===== config.mk =====
export PLATFORM = sky130hd
export DESIGN_NAME = ram_arbiter
export DESIGN_NICKNAME = d
export VERILOG_FILES = /design/src/rtl/ram_arb_pkg.sv /design/src/rtl/mem_lane_align.sv /design/src/rtl/ram_arbiter.sv
export SDC_FILE = /design/constraint.sdc
export NUM_CORES = 1
export LEC_CHECK = 0
export ABC_AREA = 1
export CELL_PAD_IN_SITES_DETAIL_PLACEMENT = 1
export CELL_PAD_IN_SITES_GLOBAL_PLACEMENT = 1
export CORE_ASPECT_RATIO = 0.8
export CORE_MARGIN = 4
export CORE_UTILIZATION = 26
export DETAILED_ROUTE_END_ITERATION = 7
export PLACE_DENSITY_LB_ADDON = 0.1
export SYNTH_ARGS = -nofsm -noshare
export SYNTH_HDL_FRONTEND = slang
export SYNTH_SLANG_ARGS = --single-unit

===== constraint.sdc =====
create_clock -name clk -period 2.86 [get_ports clk]
set_input_delay 0.286 -clock clk [delete_from_list [all_inputs] [get_ports clk]]
set_output_delay 0.286 -clock clk [all_outputs]
set_load 0.03 [all_outputs]

===== src/rtl/ram_arb_pkg.sv =====
// Shared types for the data-RAM arbiter: size codes, FSM states
// and the latched request bundle.
package ram_arb_pkg;

  localparam int ARB_AW = 12;

  localparam logic [1:0] SZ_BYTE = 2'b00;
  localparam logic [1:0] SZ_HALF = 2'b01;
  localparam logic [1:0] SZ_WORD = 2'b10;

  typedef enum logic [1:0] {
    IDLE,
    ISSUE,
    RESP
  } arb_state_t;

  typedef struct packed {
    logic              we;
    logic [1:0]        size;
    logic              sgn;
    logic [ARB_AW+1:0] addr;
    logic [31:0]       wdata;
  } arb_req_t;

endpackage


===== src/rtl/mem_lane_align.sv =====
// Byte-lane steering for stores and lane extract/extend for loads.
// Purely combinational; error flag covers misalignment and size 2'b11.
module mem_lane_align
  import ram_arb_pkg::*;
(
  input  logic [1:0]  i_size,
  input  logic [1:0]  i_alo,
  input  logic        i_sgn,
  input  logic [31:0] i_wdata,
  input  logic [31:0] i_rword,
  output logic [3:0]  o_be,
  output logic [31:0] o_din,
  output logic        o_err,
  output logic [31:0] o_rdata
);

  logic [7:0]  w_b;
  logic [15:0] w_h;

  assign w_b = i_rword[{i_alo, 3'b000} +: 8];
  assign w_h = i_rword[{i_alo[1], 4'b0000} +: 16];

  always_comb begin
    o_be    = '0;
    o_din   = '0;
    o_err   = 1'b0;
    o_rdata = '0;
    unique case (1'b1)
      (i_size == SZ_BYTE): begin
        o_be    = 4'b0001 << i_alo;
        o_din   = {4{i_wdata[7:0]}};
        o_rdata = {{24{i_sgn & w_b[7]}}, w_b};
      end
      (i_size == SZ_HALF): begin
        o_be    = i_alo[1] ? 4'b1100 : 4'b0011;
        o_din   = {2{i_wdata[15:0]}};
        o_err   = i_alo[0];
        o_rdata = {{16{i_sgn & w_h[15]}}, w_h};
      end
      (i_size == SZ_WORD): begin
        o_be    = 4'b1111;
        o_din   = i_wdata;
        o_err   = |i_alo;
        o_rdata = i_rword;
      end
      default: o_err = 1'b1;
    endcase
    if (o_err) o_rdata = '0;
  end

endmodule


===== src/rtl/ram_arbiter.sv =====
// Round-robin two-port arbiter and access sequencer for the
// byte-enabled synchronous-read data RAM.
module ram_arbiter
  import ram_arb_pkg::*;
#(
  parameter int AW = ARB_AW,
  parameter int DW = 32
) (
  input  logic          clk,
  input  logic          rst,
  input  logic          m0_req,
  input  logic          m0_we,
  input  logic [1:0]    m0_size,
  input  logic          m0_signed,
  input  logic [AW+1:0] m0_addr,
  input  logic [DW-1:0] m0_wdata,
  output logic          m0_gnt,
  output logic          m0_rvalid,
  output logic [DW-1:0] m0_rdata,
  output logic          m0_err,
  input  logic          m1_req,
  input  logic          m1_we,
  input  logic [1:0]    m1_size,
  input  logic          m1_signed,
  input  logic [AW+1:0] m1_addr,
  input  logic [DW-1:0] m1_wdata,
  output logic          m1_gnt,
  output logic          m1_rvalid,
  output logic [DW-1:0] m1_rdata,
  output logic          m1_err,
  output logic          ram_we,
  output logic [3:0]    ram_be,
  output logic [AW-1:0] ram_addr,
  output logic [DW-1:0] ram_din,
  output logic          ram_read_signed,
  output logic [1:0]    ram_read_size,
  input  logic [DW-1:0] ram_dout
);

  arb_state_t r_state, w_next;
  arb_req_t   r_req, w_sel;
  logic       r_owner;
  logic       r_last;

  logic        w_open, w_go, w_pick1;
  logic        w_issue, w_resp, w_wr;
  logic [3:0]  w_be;
  logic [31:0] w_din, w_ld, w_rd;
  logic        w_err;

  // r_last = 1 means m1 won the previous grant
  assign w_open  = (r_state != ISSUE) && !rst;
  assign w_go    = w_open && (m0_req || m1_req);
  assign w_pick1 = (m0_req && m1_req) ? !r_last : m1_req;
  assign m0_gnt  = w_go && !w_pick1;
  assign m1_gnt  = w_go && w_pick1;

  assign w_sel = w_pick1 ?
    '{m1_we, m1_size, m1_signed, m1_addr, m1_wdata} :
    '{m0_we, m0_size, m0_signed, m0_addr, m0_wdata};

  always_comb begin
    w_next = r_state;
    unique case (1'b1)
      (r_state == ISSUE): w_next = RESP;
      default:            w_next = w_go ? ISSUE : IDLE;
    endcase
  end

  always_ff @(posedge clk or posedge rst) begin
    if (rst) begin
      r_state <= IDLE;
      r_req   <= '0;
      r_owner <= 1'b0;
      r_last  <= 1'b1;
    end else begin
      r_state <= w_next;
      if (w_go) begin
        r_req   <= w_sel;
        r_owner <= w_pick1;
        r_last  <= w_pick1;
      end
    end
  end

  mem_lane_align u_align (
    .i_size  (r_req.size),
    .i_alo   (r_req.addr[1:0]),
    .i_sgn   (r_req.sgn),
    .i_wdata (r_req.wdata),
    .i_rword (ram_dout),
    .o_be    (w_be),
    .o_din   (w_din),
    .o_err   (w_err),
    .o_rdata (w_ld)
  );

  assign w_issue = (r_state == ISSUE);
  assign w_resp  = (r_state == RESP);
  assign w_wr    = w_issue && r_req.we && !w_err;

  assign ram_we   = w_wr;
  assign ram_be   = w_wr ? w_be : '0;
  assign ram_addr = w_issue ? r_req.addr[AW+1:2] : '0;
  assign ram_din  = (w_issue && r_req.we) ? w_din : '0;

  assign ram_read_signed = 1'b0;
  assign ram_read_size   = SZ_WORD;

  assign w_rd = r_req.we ? '0 : w_ld;

  assign m0_rvalid = w_resp && !r_owner;
  assign m1_rvalid = w_resp && r_owner;
  assign m0_rdata  = m0_rvalid ? w_rd : '0;
  assign m1_rdata  = m1_rvalid ? w_rd : '0;
  assign m0_err    = m0_rvalid && w_err;
  assign m1_err    = m1_rvalid && w_err;

endmodule


==> flow_summary_export.csv <==
group,metric,value,unit
status,outcome,"completed",
clock_network,htreeDepth,2,
routing,first_pass_iters,4,
routing,wl_per_cell,16.8,um
sta,finClkSkew,0.00528,ns
worst_setup_path,cp.required,2.57,ns
min_path,worstHoldPathType,"in2async",
power_and_ir_drop,p_per_area,467,mW/mm2
yosys,synth_area_leaders,"nand2_1, dfrtp_1, nor2_1",
clock_network,worstSkewPairLatency,0.30,ns
yosys,ys_seq_elements,54,
clock_network,clkSinkCount,54,
sta,fin_setup_tns,0,ns
routing,drt_iter0_drc,257,
placement,numPortBuffers,254,
global_route,grt_pass1_wl,32900,um
finish,nets,1150,
clock_network,root_buffer,"clkbuf_16",
yosys,netlist.area_leader.share,0.306,
die,die_h,125,um
clock_network,cts_buffer_depth,2,
clock_network,cts_buffers,5,
worst_setup_path,critPathLaunchType,"flip-flop",
routing,vias,5636,
yosys,seq_area_frac_synth,0.302,
yosys,syn_avg_cell_area,5.72,um2
global_route,antenna_found_initial,0,
power_and_ir_drop,ir_drop,0.000240,V
yosys,ys.warnings.count,0,
die,start_util,0.268,
die,coreArea,0.0167,mm2
finish,num_antenna_cells,0,
yosys,yosys.area.top_type,"nand2_1",
sta,hold_violations,0,
placement,dp_hpwl,16400,um
clock_network,cts_hold_buf,0,
global_route,grt.total_usage,0.209,
sta,tightestPinTransition,1.03,ns
sta,period_minus_slack,2.66,ns
sta,fmax,377,MHz
clock_network,clk_pin_slew,0.07,ns
routing,ant_nets,0,
sta,report.final.slew_viol_count,0,
sta,rsz0062_at_grt,"false",
yosys,ys_types,26,
sta,final-setup-viol-count,0,
routing,drc,0,
yosys,syn_area,0.00448,mm2
die,fp.dieArea,0.0194,mm2
power_and_ir_drop,total_leakage_power,3.52,nW
worst_setup_path,path_class,"reg2out",
yosys,netlist_instances,783,
die,fp.dieW,155,um
die,pin_count,258,
finish,drive_above_1_share,0.126,
routing,vias_per_cell,4.56,
worst_setup_path,cp.arrival,2.37,ns
sta,finalCritPeriodShare,0.928,
global_route,grt_remaining_overflow,0,
flow_run,cap_violations,0,
clock_network,tritoncts,"yes",
power_and_ir_drop,p_total,3.47,mW
placement,gp_congestion,0.831,
worst_setup_path,crit_fanout,9,
worst_setup_path,end_kind,"primary output",
sta,relSlewSlack,0.311,
finish,area_delta_synth_final,65.9,%
global_route,first_global_vias,5694,
routing,wirelength,20800,um
die,row_count,42,
global_route,grt_max_degree,40,
worst_setup_path,rr_worst_depth,8,
timing repair:
action                                  CTS  global route
gates resized for setup                   0             6
setup buffers                             0             1
endpoints found under the setup margin    0            57
synth_stat cells (all sizes together):
cell      n
dfrtp    53
a21oi    36
buf      38
a31oi     1
conb      2
clkbuf   14
or2       1
and2      3
nand2   378
dfstp     1
o211ai   24
a22oi     8
nand3    38
inv      67
nor2     98
clkinv    2
o21ai    19
cells in the final DEF, fill, tap and decap left out, drive strengths merged:
master and n:
nor2 98, a31oi 1, clkbuf 5, nand3 38, bufinv 1, o211ai 24, or2 1, a21oi 36
conb 3, buf 89, dfrtp 53, dlymetal6s2s 2, clkinv 4, inv 67, nand2 378, clkdlybuf4s50 184
a22oi 8, dfstp 1, o21ai 19, and2 3
layer usage:
layer,GRT usage,part of all wire,up-vias
met5,0,0,-
met4,0.0239,0.0069,0
met3,0.0508,0.072,11
met2,0.317,0.43,165
met1,0.311,0.49,2612
li1,-,-,2848
path summary, 6_finish.rpt:
kind / startpoint / endpoint / slack [ns]
max: r_state[1] / ram_din[4] / 0.20
min: rst / r_req[5] / 0.32
max reg2reg: r_state[0] / r_req[12] / 0.66
min reg2reg: r_state[1] / r_state[1] / 0.46
max in group asynchronous: rst / r_last / 1.94
min in group clk: r_state[1] / r_state[1] / 0.46
report_power, final:
part	switching [mW]	leakage, nW	internal (mW)
sequential	0.122	0.665	0.919
clock	0.296	0.0836	0.411
combinational	1.07	2.77	0.660
logic make-up (layout without fill, tap and decap cells):
kind of cell	count (synthesis)	in the layout	synth area share
AO/OA/AOI/OAI	88	88	0.116
AND/OR/NAND/NOR	518	518	0.459
flip-flops	54	54	0.302
other	2	3	0.00168
buffers and inverters	121	352	0.121
sequential cells by signal (all words and copies together) (netlist names):
register  flops
r_state       2
r_req        50
r_owner       1
r_last        1
critical path, stage by stage (launching register included):
cell and delay [ns]:
dfrtp_1 0.38, nor2_1 0.19, nand2_1 0.14, clkinv_1 0.21, nand2_1 0.28, nor2_1 0.19, clkdlybuf4s50_1 0.69
per-stage QoR:
stage          instances  area (um2)   util  worst slack (ns)  hold WS, ns
6_report            1235        7430  0.445             0.205        0.317
5_1_grt             1235        7430  0.445            0.0416        0.342
4_1_cts             1234        7390  0.442            0.0342        0.325
3_5_place_dp        1226        7220  0.432             0.366        0.447
3_3_place_gp        1226        7220  0.432             0.413        0.440
2_1_floorplan        784        4480      -             0.813        0.406
area by class of cell:
class / count / area (um2)
inverters: 69 / 260
fillers: 2188 / 9280
clock inverters: 3 / 40.0
clock buffers: 5 / 125
repair buffers: 275 / 2750
flip-flops and latches: 54 / 1350
well taps: 220 / 275
multi-input cells: 609 / 2630
Note: power is estimated with default switching activity, not from simulation.
